File: src/rtl/tx_uart.sv
// ---------------------------------------------------------------------------
// tx_uart - 8N1 serial transmitter with selectable baud rate
//
// Sends one start bit (0), eight data bits LSB first and one stop bit (1).
// Each bit lasts CLK_FREQ/baud clocks, rounded to the nearest integer. The
// byte and the baud selection are captured when a frame is accepted, so
// later input changes only affect the next frame.
//
// Parameters
//   CLK_FREQ  input clock frequency in Hz (default 50 MHz)
//
// Ports
//   clk       system clock, rising edge active
//   rst_n     asynchronous reset, ACTIVE-HIGH despite the name
//   start     transmit request, sampled on the rising edge while idle
//   baud_sel  baud-rate select: 000=4800 001=19200 010=38400 011=57600
//                               100=9600 101=115200 110=230400 111=9600
//   data      byte to transmit
//   ready     high when idle and able to accept start (always ~busy)
//   tx        registered serial output, idles high
//   busy      high while a frame is being sent
// ---------------------------------------------------------------------------
module tx_uart #(
    parameter int CLK_FREQ = 50_000_000
) (
    input  logic       clk,
    input  logic       rst_n,
    input  logic       start,
    input  logic [2:0] baud_sel,
    input  logic [7:0] data,
    output logic       ready,
    output logic       tx,
    output logic       busy
);

    // Bit period in clocks, rounded to nearest.
    function automatic int bit_div(input int baud);
        return (CLK_FREQ + baud / 2) / baud;
    endfunction

    localparam int DIV_4800   = bit_div(4800);
    localparam int DIV_9600   = bit_div(9600);
    localparam int DIV_19200  = bit_div(19200);
    localparam int DIV_38400  = bit_div(38400);
    localparam int DIV_57600  = bit_div(57600);
    localparam int DIV_115200 = bit_div(115200);
    localparam int DIV_230400 = bit_div(230400);

    // 4800 baud gives the longest bit period; size the counter for it.
    localparam int CNT_W = $clog2(DIV_4800 + 1);

    localparam logic [1:0] S_IDLE  = 2'd0;
    localparam logic [1:0] S_START = 2'd1;
    localparam logic [1:0] S_DATA  = 2'd2;
    localparam logic [1:0] S_STOP  = 2'd3;

    logic [1:0]       r_state;
    logic [CNT_W-1:0] r_div;
    logic [CNT_W-1:0] r_baud_cnt;
    logic [2:0]       r_bit_idx;
    logic [7:0]       r_shift;
    logic             r_tx;
    logic             r_busy;

    logic [CNT_W-1:0] w_div;
    logic             w_bit_end;

    // NOTE: every signal assigned in always_comb gets a default before the
    // case, otherwise an uncovered path would infer a latch.
    always_comb begin
        w_div = CNT_W'(DIV_9600);
        case (baud_sel)
            3'b000:  w_div = CNT_W'(DIV_4800);
            3'b001:  w_div = CNT_W'(DIV_19200);
            3'b010:  w_div = CNT_W'(DIV_38400);
            3'b011:  w_div = CNT_W'(DIV_57600);
            3'b100:  w_div = CNT_W'(DIV_9600);
            3'b101:  w_div = CNT_W'(DIV_115200);
            3'b110:  w_div = CNT_W'(DIV_230400);
            default: w_div = CNT_W'(DIV_9600);
        endcase
    end

    // Last clock of the current bit period.
    assign w_bit_end = (r_baud_cnt == r_div - 1'b1);

    // NOTE: sequential state uses non-blocking assignments so every register
    // samples the pre-edge values regardless of statement order.
    always_ff @(posedge clk or posedge rst_n) begin
        if (rst_n) begin
            r_state    <= S_IDLE;
            r_div      <= '0;
            r_baud_cnt <= '0;
            r_bit_idx  <= '0;
            r_shift    <= '0;
            r_tx       <= 1'b1;
            r_busy     <= 1'b0;
        end else begin
            case (r_state)
                S_IDLE: begin
                    if (start) begin
                        r_shift    <= data;
                        r_div      <= w_div;
                        r_baud_cnt <= '0;
                        r_bit_idx  <= '0;
                        r_tx       <= 1'b0;
                        r_busy     <= 1'b1;
                        r_state    <= S_START;
                    end
                end

                S_START: begin
                    if (w_bit_end) begin
                        r_baud_cnt <= '0;
                        r_bit_idx  <= '0;
                        r_tx       <= r_shift[0];
                        r_state    <= S_DATA;
                    end else begin
                        r_baud_cnt <= r_baud_cnt + 1'b1;
                    end
                end

                S_DATA: begin
                    if (w_bit_end) begin
                        r_baud_cnt <= '0;
                        if (r_bit_idx == 3'd7) begin
                            r_tx    <= 1'b1;
                            r_state <= S_STOP;
                        end else begin
                            // Present the next bit and shift in the same edge
                            // so tx only ever changes on a bit boundary.
                            r_tx      <= r_shift[1];
                            r_shift   <= {1'b0, r_shift[7:1]};
                            r_bit_idx <= r_bit_idx + 3'd1;
                        end
                    end else begin
                        r_baud_cnt <= r_baud_cnt + 1'b1;
                    end
                end

                S_STOP: begin
                    if (w_bit_end) begin
                        r_baud_cnt <= '0;
                        r_busy     <= 1'b0;
                        r_state    <= S_IDLE;
                    end else begin
                        r_baud_cnt <= r_baud_cnt + 1'b1;
                    end
                end

                default: begin
                    r_tx    <= 1'b1;
                    r_busy  <= 1'b0;
                    r_state <= S_IDLE;
                end
            endcase
        end
    end

    assign tx    = r_tx;
    assign busy  = r_busy;
    assign ready = ~r_busy;

endmodule

File: config.mk
export PLATFORM = sky130hd
export DESIGN_NAME = tx_uart
export DESIGN_NICKNAME = d
export VERILOG_FILES = /design/src/rtl/tx_uart.sv
export SDC_FILE = /design/constraint.sdc
export NUM_CORES = 1
export LEC_CHECK = 0
export BUFFER_PORTS_ARGS = -buffer_cell sky130_fd_sc_hd__buf_2
export CAP_MARGIN = 40
export CORE_MARGIN = 3
export CORE_UTILIZATION = 45
export CTS_CLUSTER_SIZE = 28
export DETAILED_ROUTE_END_ITERATION = 8
export PLACE_DENSITY_LB_ADDON = 0.1
export SLEW_MARGIN = 25
export SYNTH_ARGS = -nofsm -noshare
export SYNTH_HDL_FRONTEND = slang
export SYNTH_SLANG_ARGS = --single-unit
File: constraint.sdc
create_clock -name clk -period 2.97 [get_ports clk]
set_input_delay 0.1485 -clock clk [delete_from_list [all_inputs] [get_ports clk]]
set_output_delay 0.1485 -clock clk [all_outputs]
set_load 0.01 [all_outputs]
==> impl_metrics.yaml <==
detailed_routing:
  drc: 0
  viasPerCell: 5.52
  wl_per_cell_microns: 14.6
  drt-total-wl_mm: 6.47
  dr.pass1.iters: 4
  drt_iter0_drc: 106
  vias: 2439
  ant_nets: 0
synthesis:
  synth-warning-count: 0
  syn_nets: 343
  synth_xor_area_share_pct: 6.09
  async_reset_ff_share_pct: 100
  syn_area_sq_um: 2880
  synth-simple-area-share_pct: 23.6
  avgSynthCellArea_sq_um: 8.96
  ys_ff_latch: 43
  synth_mux_area_share_pct: 7.35
  yosys.area_share.adder_pct: 3.48
  ys_seq_area_share_pct: 37.5
  synth-edff-count: 0
  synth_compound_gate_area_share_pct: 17.2
  ys_types: 57
  dominantRegCellSynth: "dfrtp_1"
  syn_inst: 321
  synth_top_family_by_area: "simple AND/OR/NAND/NOR gates"
placed_design:
  place_congestion: 0.807
  dp_hpwl_mm: 4.86
  portBuffers: 16
  dp.cells: 430
clock_tree:
  cts_root_buf: "clkbuf_8"
  h-tree-depth: 2
  cts_tree: "built"
  numCtsBuffers: 5
  clock_sink_count: 43
  ctsLongestPathBuffers: 2
  clk_latency_ps: 300
  path_clk_slew_ps: 90
pwr:
  vdd_drop_max_mv: 0.396
  combPwrFrac_pct: 56.9
  intPower_mw: 1.80
  power.share.clock_pct: 12.6
  p_leak_nw: 1.46
  cellPowerDensity_nw_per_um2: 881
  switching_power_mw: 1.27
  pwr-share-seq_pct: 30.5
  swShare_pct: 41.2
global_routing:
  grt_max_degree: 24
  grt-ovfl-total: 0
  grt_pass1_vias: 2313
  antenna_found_initial: 0
  grt_pass1_wl_mm: 11.1
  grt_use_total_pct: 18.7
cells_and_area:
  fillCellCount: 556
  final_cells: 442
  synthToLayoutAreaGrowth_pct: 21.2
  diodes: 0
  nets: 388
  drive_gt1_share_pct: 28.3
  multi_input_area_sq_um: 1740
  regArea_sq_um: 1080
timing:
  period_needed_ps: 3000
  rsz0062_at_grt: "true"
  setup_tns_ps: -38.3
  drv_slew: 0
  worst_slew_margin_rel_pct: 66.8
  postLayoutSetupSlackWorst_ps: -34.0
  tightest_slew_ps: 495
  finalCritPeriodShare_pct: 101
  fmax_ghz: 0.333
  setup_violations: 2
  hold_violations: 0
  skew_ps: 10.3
worst_setup_path:
  reg2reg_from: "r_div[7]"
  path_max_fanout: 7
  worstPathRequired_ps: 3160
  critPathLaunchType: "register"
  reg2regPathDepth: 7
  setup.worst_path.end_class: "register"
  reg2reg_slack_ps: -30
  path_cells: "or4_4 -> or4_4 -> o32ai_4 -> o311ai_1 -> or4_4 -> a211oi_4 -> mux2_4"
  crit_top_cell: "or4_4"
  r2r-end: "r_state[1]"
  path_class: "reg2reg"
  critical_path_arrival_ps: 3200
  cp_slowest_cell: "or4_4"
  max_stage_delay_ps: 550
min_path:
  min_from: "data[7]"
  min_to: "r_shift[7]"
  min_path_cells: 3
  hold_path.class: "in2reg"
floorplanning:
  die_area_sq_um: 7380
  die_h_microns: 85.9
  io_pins: 17
  die_w_microns: 85.9
  core_area_sq_um: 6060
  start_util_pct: 47.4
  rows: 28
job:
  max-cap-violations: 0
run_status:
  violations: "negative setup slack"
  status: "finished, violations left"
-- Yosys cell counts, drive strengths merged (7+ instances only) --
cell | number | share of area [%]
nand2 | 53 | 6.9
dfrtp | 42 | 37
o21ai | 20 | 3.5
inv | 18 | 2.3
mux2 | 17 | 6.7
xnor2 | 14 | 4.3
nand3 | 13 | 2.3
clkbuf | 12 | 1.6
nor2 | 12 | 1.6
a21oi | 9 | 1.6
ha | 8 | 3.5
o311ai | 8 | 2.4
nand2b | 7 | 1.5
-- area by class of cell --
class | count | area share (%)
Inverter | 18 | 2.08
Clock buffer | 5 | 1.97
Timing Repair Buffer | 54 | 11.7
Multi-Input combinational cell | 244 | 49.9
Tap cell | 75 | 2.69
Clock inverter | 3 | 0.718
Sequential cell | 43 | 30.9
-- flip-flops by register name, indices dropped and copies added (netlist names) --
name	cells
r_baud_cnt	14
r_div	14
r_shift	8
r_bit_idx	3
r_state	2
busy	1
tx	1
-- layout by cell type (no fill, tap or decap), drive strengths merged, types with 4 or more instances in the layout --
| cell type | count |
|---|---|
| clkbuf | 5 |
| ha | 8 |
| xor2 | 6 |
| nor2 | 12 |
| mux2 | 17 |
| nand2b | 7 |
| nand2 | 53 |
| inv | 17 |
| o31ai | 6 |
| a211oi | 4 |
| xnor2 | 14 |
| o211ai | 6 |
| o21ai | 20 |
| a21oi | 9 |
| buf | 53 |
| nor3 | 6 |
| nor4 | 6 |
| or3 | 4 |
| or4 | 6 |
| nand3 | 13 |
| o311ai | 8 |
| nor3b | 5 |
| dfrtp | 42 |
-- kinds of logic after synthesis --
group           after synthesis
buf+inv                      34
mux                          19
simple gates                130
compound gates               67
flops                        43
xor+xnor                     20
fa+ha+maj                     8
-- power by group through the flow --
stage | Clock [mW] | Combinational, mW | Sequential (mW)
4_1_cts | 0.405 | 1.68 | 0.934
2_1_floorplan | 0 | 1.05 | 0.955
3_5_place_dp | 0 | 1.60 | 0.941
5_1_grt | 0.427 | 1.93 | 0.966
6_report | 0.387 | 1.75 | 0.936
3_3_place_gp | 0 | 1.58 | 0.934
-- worst max-delay path: cells and delay by family (launching register included) --
| kind | cells | cell delay (ps) |
|---|---|---|
| AND/OR/NAND/NOR | 3 | 1580 |
| AO/OA/AOI/OAI | 3 | 610 |
| flip-flops | 1 | 390 |
| multiplexers | 1 | 320 |
-- timing repair --
action / 4_1_cts / 5_1_grt
gates resized for setup: 10 / 15
hold buffers: 1 / 0
endpoints found under the setup margin: 26 / 18
pin swaps: 1 / 3
endpoints found under the hold margin: 20 / 0
setup buffers: 2 / 0
-- metrics by stage --
stage	util [%]	hold slack [ps]	worst slack (ps)	total power [mW]	instance area [sq um]
finish	57.5	102	-34.0	3.07	3480
CTS	56.5	93.1	-39.8	3.02	3420
detailed placement	53.9	216	-207	2.54	3260
global placement	53.9	209	-145	2.52	3260
global route	57.5	97.0	-148	3.32	3480
floorplan	-	296	-175	2.00	2880
-- per-layer routing --
layer | GRT usage [%] | up-vias | routed length [microns] | share of wire, %
li1 | - | 1245 | - | -
met1 | 27.2 | 1151 | 3300 | 51
met2 | 28.4 | 39 | 2900 | 45
met3 | 3.46 | 4 | 216 | 3.3
met4 | 4.89 | 0 | 52 | 0.80
met5 | 0 | - | 0 | 0
-- how the worst max path moves through the flow --
stage	from	to	slack (ps)
finish	r_div[7]	r_state[1]	-30
global route	r_div[0]	r_bit_idx[2]	-150
CTS	r_div[4]	r_state[1]	-40
detailed placement	r_div[0]	r_state[1]	-210
global placement	r_div[0]	r_state[1]	-150
floorplan	r_div[4]	r_state[1]	-180
Power figures use the tool's default switching activity.
